## src/rtl/noc_packetizer.sv

```systemverilog
// Network-interface injector: turns (dest, len) requests plus a payload word stream
// into head/body/tail wormhole flits for a router's local input port.
module noc_packetizer #(
  parameter int LINK_WIDTH   = 8,
  parameter int MESH_ROWS    = 4,
  parameter int MESH_COLUMNS = 4,
  parameter int MAX_LEN      = 8,
  parameter int FIFO_DEPTH   = 4,
  localparam int DEST_W = $clog2(MESH_ROWS * MESH_COLUMNS),
  localparam int LEN_W  = $clog2(MAX_LEN + 1),
  localparam int PAY_W  = LINK_WIDTH - 2
) (
  input  logic                  clk,
  input  logic                  rst,
  input  logic                  pkt_valid,
  output logic                  pkt_ready,
  input  logic [DEST_W-1:0]     pkt_dest,
  input  logic [LEN_W-1:0]      pkt_len,
  input  logic                  data_valid,
  output logic                  data_ready,
  input  logic [PAY_W-1:0]      data_in,
  output logic [LINK_WIDTH-1:0] out_flit,
  output logic                  out_wr_en,
  input  logic                  out_full,
  output logic                  busy,
  output logic [15:0]           pkts_sent
);

  localparam int AW = $clog2(FIFO_DEPTH);

  typedef enum logic {
    IDLE,
    PAYLOAD
  } state_t;

  state_t            state;
  logic              out_valid;
  logic              slot_free;
  logic [LEN_W-1:0]  rem;
  logic [LEN_W-1:0]  len_clamped;

  logic [PAY_W-1:0]  mem [FIFO_DEPTH];
  logic [AW-1:0]     wr_ptr;
  logic [AW-1:0]     rd_ptr;
  logic [AW:0]       count;
  logic              fifo_full;
  logic              fifo_empty;
  logic              push;
  logic              pop;
  logic [PAY_W-1:0]  fifo_head;

  assign out_wr_en  = out_valid & ~out_full;
  assign slot_free  = ~out_valid | out_wr_en;
  assign pkt_ready  = (state == IDLE) & slot_free;
  assign busy       = (state == PAYLOAD) | out_valid;

  assign fifo_full  = (count == (AW+1)'(FIFO_DEPTH));
  assign fifo_empty = (count == '0);
  assign data_ready = ~fifo_full;
  assign push       = data_valid & ~fifo_full;
  assign pop        = (state == PAYLOAD) & ~fifo_empty & slot_free;
  assign fifo_head  = mem[rd_ptr];

  assign len_clamped = (pkt_len > LEN_W'(MAX_LEN)) ? LEN_W'(MAX_LEN) : pkt_len;

  always_ff @(posedge clk) begin
    if (push) begin
      mem[wr_ptr] <= data_in;
    end
  end

  // Pushed words are only visible through fifo_head on the following cycle.
  always_ff @(posedge clk) begin
    if (rst) begin
      wr_ptr <= '0;
      rd_ptr <= '0;
      count  <= '0;
    end else begin
      if (push) begin
        wr_ptr <= wr_ptr + AW'(1);
      end
      if (pop) begin
        rd_ptr <= rd_ptr + AW'(1);
      end
      case ({push, pop})
        2'b10:   count <= count + (AW+1)'(1);
        2'b01:   count <= count - (AW+1)'(1);
        default: count <= count;
      endcase
    end
  end

  // The output register only changes when the router has taken (or never had) the
  // current flit, so a stalled flit stays stable on out_flit.
  always_ff @(posedge clk) begin
    if (rst) begin
      state     <= IDLE;
      out_valid <= 1'b0;
      out_flit  <= '0;
      rem       <= '0;
      pkts_sent <= '0;
    end else begin
      if (out_wr_en && out_flit[LINK_WIDTH-2]) begin
        pkts_sent <= pkts_sent + 16'd1;
      end
      case (state)
        IDLE: begin
          if (pkt_valid && pkt_ready) begin
            out_valid <= 1'b1;
            out_flit  <= {(len_clamped == '0) ? 2'b11 : 2'b10, PAY_W'(pkt_dest)};
            rem       <= len_clamped;
            state     <= (len_clamped == '0) ? IDLE : PAYLOAD;
          end else if (slot_free) begin
            out_valid <= 1'b0;
          end
        end
        PAYLOAD: begin
          if (pop) begin
            out_valid <= 1'b1;
            out_flit  <= {(rem == LEN_W'(1)) ? 2'b01 : 2'b00, fifo_head};
            rem       <= rem - LEN_W'(1);
            if (rem == LEN_W'(1)) begin
              state <= IDLE;
            end
          end else if (slot_free) begin
            out_valid <= 1'b0;
          end
        end
        default: begin
          state     <= IDLE;
          out_valid <= 1'b0;
        end
      endcase
    end
  end

endmodule

```

## config.mk

```make
export PLATFORM = sky130hd
export DESIGN_NAME = noc_packetizer
export DESIGN_NICKNAME = d
export VERILOG_FILES = /design/src/rtl/noc_packetizer.sv
export SDC_FILE = /design/constraint.sdc
export NUM_CORES = 1
export LEC_CHECK = 0
export BUFFER_PORTS_ARGS = -buffer_cell sky130_fd_sc_hd__buf_4
export CORE_ASPECT_RATIO = 0.75
export CORE_MARGIN = 5
export CORE_UTILIZATION = 40
export DETAILED_ROUTE_END_ITERATION = 7
export GPL_TIMING_DRIVEN = 0
export MAX_ROUTING_LAYER = met4
export PLACE_DENSITY = 0.75
export SLEW_MARGIN = 15
export SYNTH_ARGS = -nofsm -noshare
export SYNTH_HDL_FRONTEND = slang
export SYNTH_SLANG_ARGS = --single-unit
```

## constraint.sdc

```tcl
create_clock -name clk -period 2.2 [get_ports clk]
set_input_delay 0.33 -clock clk [delete_from_list [all_inputs] [get_ports clk]]
set_output_delay 0.33 -clock clk [all_outputs]
set_load 0.1 [all_outputs]
```

==> metrics.txt, run 1 <==
status complete, no violations; worst-path fanout max 4; CP Cell Sequence or3b_4, and2_4, inv_4, ha_4, inv_1, fa_2, xor2_1, or3_1, a21oi_2; syn nets 270; DRT Pass-1 Iters 4; global-route wire length before repair 9250 um; worst hold path type in2reg; Final min period between 2 and 2.5 ns; Hold Path Depth 1; beginning of the critical path count[2]; P&R area growth vs syn 25.2%; top_reg_cell synth dfxtp_1; asr flop ratio synth 0%; power share of the clock group 33.0%; Yosys cell types 43; ant diodes 0; switching power 0.883 mW; Clk pin slew, worst setup/hold paths 0.07 ns; Seq pwr share 46.1%; Mapped Cells between 200 and 250; CP bufs+invs 2; critical path arrival 2.42 ns; met3 GRT Util 3.97%; DP HPWL 4120 um; Netlist Area Pre-Place roughly 0.0027 mm2; final setup vio count 0; pre-CTS WS -0.149 ns; GRT Resource Usage Total 14.2%; Fmax approximately 460 MHz; grt peak-use layer met2; R2R Path End count[2]; commonest non-fill, non-tap cells in the layout 47 x buf_4, 37 x dfxtp_1, 26 x nor2_1; Remaining DRCs 0; initial core utilization between 40% and 50%; clk_skew just under 0.01 ns; final hold violation count 0; drt first-iter violations between 90 and 100; post-route ant nets 0; DIE AREA 0.00854 mm2; routability cong. 0.817; detail-routed via count per cell 5.21; Switching Share a little under a third; Seq cells post-synth 63; clk_lat worst skew 0.34 ns; Slew headroom 62.2%; CP max stage cell or3b_4; internal reg-to-reg setup slack between 0.04 and 0.05 ns; Die X 105 um; fin worst setup slack 0.0424 ns; share of layout cells above drive strength 1 27.9%; core area 0.00670 mm2; largest net degree at the start of global routing 11; total negative slack 0 ns; Final Cycle Share 98.1%; NumNets Final 328; port bufs 45; most common cell after layout, fill and taps aside buf_4; number of flops mapped to enable cells by yosys 24; hold slack final 0.193 ns; CP required 2.46 ns; syn avg cell area 11.2 um2; total CTS buffers 9; yosys warns 0; CTS max path bufs 2; reg2reg start count[2]; maximum vdd ir drop 0.326 mV; hold path endpoint mem[0][3]; crit path launch type flop; critical path class reg2reg; initial antenna violation count 0; WL per Instance 14.9 um; internal power ~2.0 mW; row cnt 26; delay of the slowest critical-path stage approximately 0.40 ns; sequential cell area fraction in the yosys report 55.4%; pwr dens about 860 mW/mm2; Post-Route WL roughly 5800 um; detailed-route via count 2028; root buf cell clkbuf_8; CTS tree done; number of max-cap violations 0; Max Slew Vio Count 0; Die Y 81.3 um; clock sinks 63; grt met2 use 21.9%; CTS Hold Bufs 0; combinational share of power 20.9%; grt total ovfl 0; Leak 1.32 nW; Worst Max-Slew Pin Slew 0.567 ns; delay-heaviest family, CP simple AND/OR/NAND/NOR gates; FF-to-FF path depth 9; CP Capture Type flop; H-tree depth 3; I/O pin total 47; min-delay src data_in[3]; vias in the first global route 1918; met1 Resource Use GR ~17%
layer usage:
metal / vias to the layer above / wire length (um)
li1: 982 / -
met1: 1002 / 2650
met2: 36 / 2760
met3: 8 / 262
met4: 0 / 102
met5: - / 0
Yosys cell counts (5+ instances only):
master    instances  share of area (%)
edfxtp_1         24                 27
a21oi_1          16                3.0
and3_1            6                1.4
clkbuf_1          5               0.69
xor2_1           13                4.2
nand4_1           7                1.6
or3_1             5                1.2
nand2_1          14                1.9
o21ai_0           7                1.3
nand3_1           6                1.1
nor2_1           26                3.6
dfxtp_1          39                 29
inv_1            14                1.9
ha_1              8                3.7
mux4_2            6                5.0
power by group through the flow:
stage                     combinational [mW]  sequential [mW]  clock [mW]
after floorplan                        0.343             1.48           0
after global placement                 0.589             1.37           0
after detailed placement               0.606             1.37           0
after CTS                              0.609             1.35       0.985
after global routing                   0.658             1.36        1.04
final                                  0.614             1.35       0.966
stage by stage:
| stage | cell area [um2] | util (%) | instances | total power, mW |
|---|---|---|---|---|
| 5_1_grt | 3390 | 50.6 | 389 | 3.05 |
| 3_5_place_dp | 3180 | 47.4 | 371 | 1.98 |
| 2_1_floorplan | 2740 | - | 242 | 1.82 |
| 3_3_place_gp | 3180 | 47.4 | 371 | 1.96 |
| 4_1_cts | 3370 | 50.3 | 387 | 2.94 |
| 6_report | 3390 | 50.6 | 389 | 2.93 |
logic make-up after synthesis:
logic type | Yosys count | share of synthesized area, %
adder cells (fa/ha/maj) | 9 | 4.43
AO/OA/AOI/OAI | 37 | 8.36
XOR/XNOR | 16 | 5.17
multiplexers | 10 | 6.46
AND/OR/NAND/NOR | 84 | 16.6
buffers and inverters | 23 | 3.60
flip-flops | 63 | 55.4
cell type report:
cell class                      instances  area (um2)
Multi-Input combinational cell        156        1140
Tap cell                               84         105
Clock buffer                           11         141
Fill cell                             588        3310
Inverter                               14        55.1
Sequential cell                        63        1500
Clock inverter                          5        47.5
Buffer                                  9        45.0
Timing Repair Buffer                   47         353
timing repair:
action                     4_1_cts  5_1_grt
gates resized for setup          2        4
setup endpoints to repair        2        1
gates cloned                     0        0
buffers inserted                 0        2
pin swaps                        0        1
worst max path at each step:
stage	end	slack [ns]	cells after the start
6_report	count[2]	0.04	9
5_1_grt	count[2]	-0.01	9
4_1_cts	count[2]	0.0003	9
3_5_place_dp	count[2]	-0.15	10
3_3_place_gp	count[2]	-0.14	10
2_1_floorplan	count[2]	-0.05	9
registers in the layout, indices dropped and copies added (netlist names), named ones only:
name,count
count,3
rd_ptr,2
wr_ptr,2
state,1
out_flit,8
rem,4
out_valid,1
mem,24
pkts_sent,16
(Power assumes the default switching activity.)
==> run 2, diff against run 1 <==
--- a/config.mk
+++ b/config.mk
@@ -12,7 +12,7 @@
 export DETAILED_ROUTE_END_ITERATION = 7
 export GPL_TIMING_DRIVEN = 0
 export MAX_ROUTING_LAYER = met4
-export PLACE_DENSITY = 0.75
+export PLACE_DENSITY = 0.72
 export SLEW_MARGIN = 15
 export SYNTH_ARGS = -nofsm -noshare
 export SYNTH_HDL_FRONTEND = slang
==> constraint.sdc (replaced) <==
create_clock -name clk -period 2.13 [get_ports clk]
set_input_delay 0.3195 -clock clk [delete_from_list [all_inputs] [get_ports clk]]
set_output_delay 0.3195 -clock clk [all_outputs]
set_load 0.1 [all_outputs]
==> run 2 against run 1 <==
  * Clock skew is 0.00055 ns higher
  * Critical endpoint unchanged
  * Global-route usage is 0.48 points higher
  * Sequential power is 4% higher
  * Count of clock-buffer cells in the layout is 2 lower
  * Clock power is 16% higher
  * Hold slack worse by 0.0094 ns
  * Wire length is 0.78% lower
  * Setup slack worse by 0.020 ns
  * Sequential cell count stayed put
==> metrics.txt, run 2 (same netlist as run 1, synthesis figures left out) <==
status complete, no violations; final setup vio count 0 (unchanged); clock sinks 63 (unchanged); FF-to-FF path depth 9 (unchanged); CP required 2.38 ns (-0.08 ns); most common cell after layout, fill and taps aside buf_4; NumNets Final 327 (-0.30%); initial core utilization 40.4% (unchanged); grt total ovfl 0 (unchanged); Remaining DRCs 0 (unchanged); RSZ-0062 raised after global routing true; min-delay src data_in[1]; Die Y 81.3 um (unchanged); Final Cycle Share 98.9% (+0.88 points); Slew headroom 64.1% (+1.9 points); CP Capture Type flop; root buf cell clkbuf_8; P&R area growth vs syn 26.0%; CTS Hold Bufs 0 (unchanged); pwr dens 919 mW/mm2 (+6.4%); WL per Instance 14.8 um (-0.52%); Final min period 2.11 ns (-0.0500 ns); CTS tree done; Final Core Density 51.0% (+0.34 points); post-route ant nets 0 (unchanged); hold path endpoint mem[0][1]; detail-routed via count per cell 5.09 (-2.4%); R2R Path End count[2]; global-route wire length before repair 9600 um (+3.8%); maximum vdd ir drop 0.279 mV (-14%); worst-path fanout max 4 (unchanged); total CTS buffers 9 (unchanged); vias in the first global route 2028 (+5.7%); DP HPWL 4090 um (-0.50%); fin worst setup slack 0.0224 ns (-0.0200 ns); reg2reg start count[1]; share of layout cells above drive strength 1 30.6% (+2.7 points); DRT Pass-1 Iters 4 (unchanged); critical path arrival 2.36 ns (-0.06 ns); Fmax 474 MHz (+2.4%); Largest regs mem (24), pkts_sent (16), out_flit (8); Leak 1.32 nW (+0.33%); largest net degree at the start of global routing 12 (+1); final hold violation count 0 (unchanged); pre-CTS WS -0.200 ns (-0.0514 ns); detailed-route via count 1975 (-2.6%); port bufs 45 (unchanged); drt first-iter violations 121 (+22%); I/O pin total 47 (unchanged); DIE AREA 0.00854 mm2 (unchanged); routability cong. 0.840 (+2.8%); ant diodes 0 (unchanged); clk_lat worst skew 0.34 ns (about the same); Max Slew Vio Count 0 (unchanged); Hold Path Depth 1 (unchanged); CTS max path bufs 2 (unchanged); GRT Resource Usage Total 14.7% (+0.48 points); row cnt 26 (unchanged); core area 0.00670 mm2 (unchanged); critical path class reg2reg; H-tree depth 3 (unchanged); initial antenna violation count 0 (unchanged); Fillers 590 (+0.34%); Die X 105 um (unchanged); Post-Route WL 5740 um (-0.78%); commonest non-fill, non-tap cells in the layout 46 x buf_4, 28 x dfxtp_1, 26 x nor2_1; internal reg-to-reg setup slack 0.02 ns (-0.02 ns); clk_skew 0.0104 ns (+0.000548 ns); Worst Max-Slew Pin Slew 0.538 ns (-0.0288 ns); largest register by flop count mem; Clk pin slew, worst setup/hold paths 0.08 ns (about the same); worst hold path type in2reg; crit path launch type flop; max FFs per register 24 (unchanged); number of max-cap violations 0 (unchanged)
## run 2: cell types whose count changed in the layout (fill, tap and decap cells not counted)
cell	before	now
clkinv_4	0	1
bufinv_16	1	2
buf_4	47	46
clkbuf_8	10	9
clkinvlp_4	0	1
dfxtp_1	37	28
clkbuf_1	6	5
inv_2	1	2
inv_1	12	11
a21oi_2	2	1
dfxtp_2	2	11
clkinv_1	2	3
clkinv_2	2	0
a21oi_1	14	15
## run 2: report_power, final
part	total, mW	internal (mW)	switching, mW	leakage (nW)
combinational	0.625	0.211	0.413	0.677
sequential	1.40	1.34	0.0568	0.543
clock	1.12	0.649	0.467	0.102
## run 2: layer usage
layer	vias up	GRT usage, %	routed length, um
met5	-	-	0
met4	0	6.00	84
met3	10	4.05	301
met2	48	22.7	2700
met1	930	18.2	2650
li1	987	-	-
## run 2: how the worst max path moves through the flow
| stage | slack (ns) | cells after the start | to | from |
|---|---|---|---|---|
| after floorplan | -0.12 | 9 | count[2] | count[1] |
| after global placement | -0.20 | 9 | count[2] | state |
| after detailed placement | -0.20 | 10 | count[2] | out_full |
| after CTS | -0.003 | 9 | count[2] | count[1] |
| after global routing | -0.06 | 9 | count[2] | count[1] |
| final | 0.02 | 9 | count[2] | count[1] |
## run 2: repair_timing
item,4_1_cts,5_1_grt
resized for setup,6,2
endpoints found under the setup margin,2,2
setup buffers,1,0
## run 2: layout make-up
class / instances / area [um2] / area share [%]
multi-input combinational: 156 / 1140 / 33.3
clock buffer: 9 / 124 / 3.63
inverter: 14 / 55.1 / 1.61
tap: 84 / 105 / 3.08
timing repair buffer: 46 / 345 / 10.1
buffer: 9 / 45.0 / 1.32
sequential: 63 / 1520 / 44.4
clock inverter: 7 / 87.6 / 2.56
## run 2: critical path, stage by stage, from the launching register on
cell	delay [ns]
dfxtp_2	0.34
or3b_4	0.40
and2_4	0.17
inv_4	0.06
ha_4	0.13
inv_2	0.04
fa_2	0.33
xor2_1	0.15
or3_1	0.30
a21oi_1	0.12
## run 2: per-stage QoR
stage / setup TNS, ns / instance area (um2) / hold WS, ns / total power [mW] / cells
after detailed placement: -0.267 / 3190 / 0.466 / 2.04 / 371
after CTS: -0.00286 / 3410 / 0.174 / 3.15 / 388
after global placement: -0.262 / 3190 / 0.458 / 2.02 / 371
after global routing: -0.0562 / 3420 / 0.172 / 3.27 / 388
after floorplan: -0.116 / 2750 / 0.418 / 1.88 / 242
final: 0 / 3420 / 0.184 / 3.14 / 388
